[src/rtl/pipe_hazard_ctrl.sv]
// Pipeline sequencing controller: per-stage enables/flushes, load-use stalls, redirect squash, FPU start/wait.
// Combinational control outputs; stall counter, timeout flag and FSM state update on the rising clock edge.
// Stalls the front end while a load-use hazard or a multi-cycle FP op is pending; aborts the FP op after TIMEOUT_CYCLES.
module pipe_hazard_ctrl #(
    parameter int TIMEOUT_CYCLES = 64,
    parameter int CNT_W          = 32
) (
    input  logic             Clk,
    input  logic             Rst,
    input  logic [4:0]       in_id_rs1,
    input  logic [4:0]       in_id_rs2,
    input  logic [1:0]       in_id_rd_int,
    input  logic [1:0]       in_id_rd_fp,
    input  logic [4:0]       in_ex_rd,
    input  logic             in_ex_load_int,
    input  logic             in_ex_load_fp,
    input  logic             in_ex_fpu_multi,
    input  logic             in_ex_redirect,
    input  logic             in_fpu_done,
    output logic             out_pc_en,
    output logic             out_if_id_en,
    output logic             out_id_ex_en,
    output logic             out_if_id_flush,
    output logic             out_id_ex_flush,
    output logic             out_ex_mem_bubble,
    output logic             out_fpu_start,
    output logic             out_timeout_err,
    output logic [CNT_W-1:0] out_stall_cnt
);
    localparam int TW = $clog2(TIMEOUT_CYCLES);
    localparam logic [TW-1:0] TCNT_LAST = TW'(TIMEOUT_CYCLES - 1);

    typedef enum logic {
        RUN,
        FPU_WAIT
    } state_t;

    state_t           state_q, state_d;
    logic [TW-1:0]    tcnt_q, tcnt_d;
    logic             err_q, err_d;
    logic [CNT_W-1:0] cnt_q, cnt_d;

    logic int_hit;
    logic fp_hit;
    logic lu;

    // x0 is hardwired zero in the integer RF only; f0 is a real register.
    assign int_hit = in_ex_load_int && (in_ex_rd != 5'd0) &&
                     ((in_id_rd_int[0] && (in_id_rs1 == in_ex_rd)) ||
                      (in_id_rd_int[1] && (in_id_rs2 == in_ex_rd)));
    assign fp_hit  = in_ex_load_fp &&
                     ((in_id_rd_fp[0] && (in_id_rs1 == in_ex_rd)) ||
                      (in_id_rd_fp[1] && (in_id_rs2 == in_ex_rd)));
    assign lu      = int_hit || fp_hit;

    always_comb begin
        out_pc_en         = 1'b1;
        out_if_id_en      = 1'b1;
        out_id_ex_en      = 1'b1;
        out_if_id_flush   = 1'b0;
        out_id_ex_flush   = 1'b0;
        out_ex_mem_bubble = 1'b0;
        out_fpu_start     = 1'b0;
        state_d           = state_q;
        tcnt_d            = tcnt_q;
        err_d             = err_q;

        if (!Rst) begin
            case (state_q)
                RUN: begin
                    if (in_ex_fpu_multi) begin
                        out_fpu_start     = 1'b1;
                        out_pc_en         = 1'b0;
                        out_if_id_en      = 1'b0;
                        out_id_ex_en      = 1'b0;
                        out_ex_mem_bubble = 1'b1;
                        state_d           = FPU_WAIT;
                        tcnt_d            = '0;
                    end else if (in_ex_redirect) begin
                        // ID holds a wrong-path instruction, so any hazard it sees is moot.
                        out_if_id_flush = 1'b1;
                        out_id_ex_flush = 1'b1;
                    end else if (lu) begin
                        out_pc_en       = 1'b0;
                        out_if_id_en    = 1'b0;
                        out_id_ex_flush = 1'b1;
                    end
                end
                FPU_WAIT: begin
                    if (in_fpu_done) begin
                        state_d = RUN;
                    end else if (tcnt_q == TCNT_LAST) begin
                        // Release the pipe but drop the hung op's result.
                        out_ex_mem_bubble = 1'b1;
                        err_d             = 1'b1;
                        state_d           = RUN;
                    end else begin
                        out_pc_en         = 1'b0;
                        out_if_id_en      = 1'b0;
                        out_id_ex_en      = 1'b0;
                        out_ex_mem_bubble = 1'b1;
                        tcnt_d            = tcnt_q + TW'(1);
                    end
                end
                default: state_d = RUN;
            endcase
        end

        cnt_d = cnt_q;
        if (!out_pc_en && (cnt_q != {CNT_W{1'b1}})) begin
            cnt_d = cnt_q + CNT_W'(1);
        end
    end

    always_ff @(posedge Clk) begin
        if (Rst) begin
            state_q <= RUN;
            tcnt_q  <= '0;
            err_q   <= 1'b0;
            cnt_q   <= '0;
        end else begin
            state_q <= state_d;
            tcnt_q  <= tcnt_d;
            err_q   <= err_d;
            cnt_q   <= cnt_d;
        end
    end

    assign out_timeout_err = err_q;
    assign out_stall_cnt   = cnt_q;
endmodule

[config.mk]
export PLATFORM = sky130hd
export DESIGN_NAME = pipe_hazard_ctrl
export DESIGN_NICKNAME = d
export VERILOG_FILES = /design/src/rtl/pipe_hazard_ctrl.sv
export SDC_FILE = /design/constraint.sdc
export NUM_CORES = 1
export LEC_CHECK = 0
export CORE_MARGIN = 1
export CORE_UTILIZATION = 55
export DETAILED_ROUTE_END_ITERATION = 7
export DONT_BUFFER_PORTS = 1
export PLACE_DENSITY = 0.7
export SYNTH_ARGS = -nofsm -noshare
export SYNTH_HDL_FRONTEND = slang
export SYNTH_SLANG_ARGS = --single-unit
[constraint.sdc]
create_clock -name Clk -period 3 [get_ports Clk]
set_input_delay 0.6 -clock Clk [delete_from_list [all_inputs] [get_ports Clk]]
set_output_delay 0.6 -clock Clk [all_outputs]
set_load 0.02 [all_outputs]
==> impl_metrics.toml <==
[outcome]
outcome = "complete, no violations"

[setup_path]
critPathKind = "register to register"
crit_start = "out_stall_cnt[11]"
crit_buf_inv = 1
crit_path_max_incr_delay_ns = 0.52
start_kind = "register"
cp.depth = 8
cp-endpoint = "out_stall_cnt[1]"
r2r_cells = 8
cp_cell_sequence = "nand2_1 > or4_1 > or4_1 > or2_1 > o21ai_2 > buf_12 > mux2i_1 > nor2_1"
regToRegSetupSlack_ns = 0.19
crit_arrival_ns = 2.99
cp.required_ns = 3.18
r2r-end = "out_stall_cnt[1]"
cp-end-kind = "register"
reg2reg_from = "out_stall_cnt[11]"
path_max_fanout = 30
cp_top_family = "simple AND/OR/NAND/NOR gates"
slowest_stage = "or4_1"
path_common_cell = "or4_1"

[clock_network]
cts_buffer_depth = 2
cts_hold_buf = 0
cts.sinks = 40
cts_buffers = 5
path_clk_slew_ns = 0.08
cts_tree = "yes"
cts_setup_buffers = 0
post_cts_resized = 0
worstSkewPairLatency_ns = 0.29
htreeDepth = 2
cts_root_buf = "clkbuf_8"

[final_layout]
seq_area_um2 = 800.8
nets = 306
multi_input_area_mm2 = 0.001267
final.fill_count = 336
drive_gt1_share_pct = 8.961
syn_to_final_growth_pct = 9.285
antenna_cells = 0

[global_route]
grt_pass1_wl_um = 7741
antenna_found_initial = 0
grt_use_met3_pct = 8.627
grt_use_met2_pct = 36.98
globalRouteTotalUtil_pct = 23.72
grt_max_degree = 40
grt.met1_usage_pct = 30.10
overflow = 0
top_usage_layer = "met2"
grt_pass1_vias = 1744

[drt]
drc = 0
drt_pass1_iterations = 4
wl_per_cell_um = 14.82
ant_nets = 0
vias_per_cell = 6.107
num_vias = 1997
routed_wl_um = 4845
drtIter0Drc = 99

[sta]
rsz0062_at_grt = "no"
worst_pin_slew_ns = 0.8654
clock.fmax_ghz = 0.3559
hold_viol = 0
slew-limit-headroom_pct = 41.78
slew_viol_final = 0
worst_slack_ns = 0.1906
layout_min_cycle_time_ns = 2.809
clock_skew_ns = 0.01006
setup_violations = 0
finalCritPeriodShare_pct = 93.65
fin_tns_setup_ns = 0

[placed_design]
place_congestion = 0.7670
hpwl_um = 3491
port_buffers = 0
dp_slack_ns = 0.2090

[floorplan]
rows = 22
io_pins = 66
core_mm2 = 0.003716
dieHeight_um = 64.81
fp.dieW_um = 64.81
initial_core_util_pct = 58.38
die_area_mm2 = 0.004200

[logic_synthesis]
synth_cell_types = 48
synthTopCellsByArea = "dfxtp_1 37%, a21oi_1 6.5%, nand3_1 4.6%"
yosys_register_bits = 40
syn_area_per_cell_um2 = 8.095
synth_top_area_share_pct = 36.91
mappedNetlistArea_mm2 = 0.002170
syn_nets = 296
async_flop_share_pct = 0
synth_ff_type = "dfxtp_1"
synth_cells = 268
synth-edff-count = 0
yosysWarnings = 0
yosysSeqAreaShare_pct = 36.91
synth_top_cell_by_area = "dfxtp_1"

[power]
power.leakage_uw = 0.0007891
pwr-share-comb_pct = 7.5
power_frac_seq_pct = 55.2
clkPwrFrac_pct = 37.3
p_int_uw = 749.7
power_uw = 983.3
ir_drop_v = 0.0002287
p_per_area_mw_per_mm2 = 414.7
switching_share_pct = 23.75
switchingPower_uw = 233.6

[hold_path]
holdPathStages = 1
hold_path.class = "input pin to register"

[job]
drv_cap = 0
-- power by group through the flow --
stage | sequential, uW | clock [uW] | combinational (uW)
6_report | 542 | 367 | 74.2
5_1_grt | 543 | 396 | 82.6
4_1_cts | 542 | 372 | 74.5
3_5_place_dp | 555 | 0 | 74.1
3_3_place_gp | 555 | 0 | 73.5
2_1_floorplan | 554 | 0 | 69.4
-- through the flow --
step	instances	hold slack, ns	utilization [%]	cell area, um^2
after detailed placement	319	0.5124	61.38	2281
final	327	0.3700	63.80	2371
after global placement	319	0.4974	61.38	2281
after floorplan	268	0.4711	-	2170
after global routing	327	0.3532	63.80	2371
after CTS	327	0.3634	63.80	2371
-- state kept, by name (all words and copies together) (netlist names) --
| register | cells |
|---|---|
| tcnt_q | 6 |
| out_stall_cnt | 32 |
| state_q | 1 |
| out_timeout_err | 1 |
-- per-layer routing --
layer  up-vias  share of wire, %
li1       1025                 -
met1       914                49
met2        52                44
met3         6               5.8
met4         0               1.1
met5         -                 0
-- synth_stat cells (2+ instances only) --
library cell and number:
nand3_1 20, o41ai_1 2, xor2_1 11, nand2_1 17, xnor2_1 4, o21ai_1 6, ha_1 2, clkbuf_1 5
o31a_1 2, nor2_1 18, and3_1 13, nor2b_1 2, buf_4 2, o21ai_0 11, mux2i_1 2, nor4_1 3
inv_1 5, o21a_1 2, dfxtp_1 40, a21oi_1 28, or4_1 12, nor3_1 4, or3_1 16, buf_2 2
o31ai_1 9, o311ai_0 3, and4_1 2, nand4_1 5
-- cell families (layout without fill, tap and decap cells) --
kind of cell / after synthesis / in the layout / share of synthesized area [%]
DFF: 40 / 40 / 36.91
buffers and inverters: 19 / 30 / 4.670
AOI/OAI and AO/OA: 71 / 71 / 20.13
muxes: 3 / 3 / 1.442
xor gates and xnor gates: 15 / 15 / 6.055
and+or+nand+nor: 118 / 118 / 29.64
adders and majority gates: 2 / 2 / 1.153
-- placed cells by master, fill, tap and decap left out, types with 11 or more instances in the layout --
cell type and n:
dfxtp_1 40, a21oi_1 28, nand3_1 20, nor2_1 18, nand2_1 17, or3_1 16
buf_4 14, and3_1 13, or4_1 12, xor2_1 11, o21ai_0 11
-- worst min-delay path by stage --
stage	from	endpoint	slack, ns
3_3_place_gp	tcnt_q[5]	tcnt_q[5]	0.50
6_report	Rst	out_stall_cnt[25]	0.37
5_1_grt	Rst	out_stall_cnt[2]	0.35
3_5_place_dp	tcnt_q[5]	tcnt_q[5]	0.51
4_1_cts	Rst	out_stall_cnt[16]	0.36
2_1_floorplan	tcnt_q[5]	tcnt_q[5]	0.47
-- cell type report --
type	count	area share, %
tap	48	2.533
timing repair buffer	16	5.488
clock buffer	8	3.799
sequential	40	33.77
inverter	6	0.9499
multi-input combinational	209	53.46
Note: power is estimated with default switching activity, not from simulation.
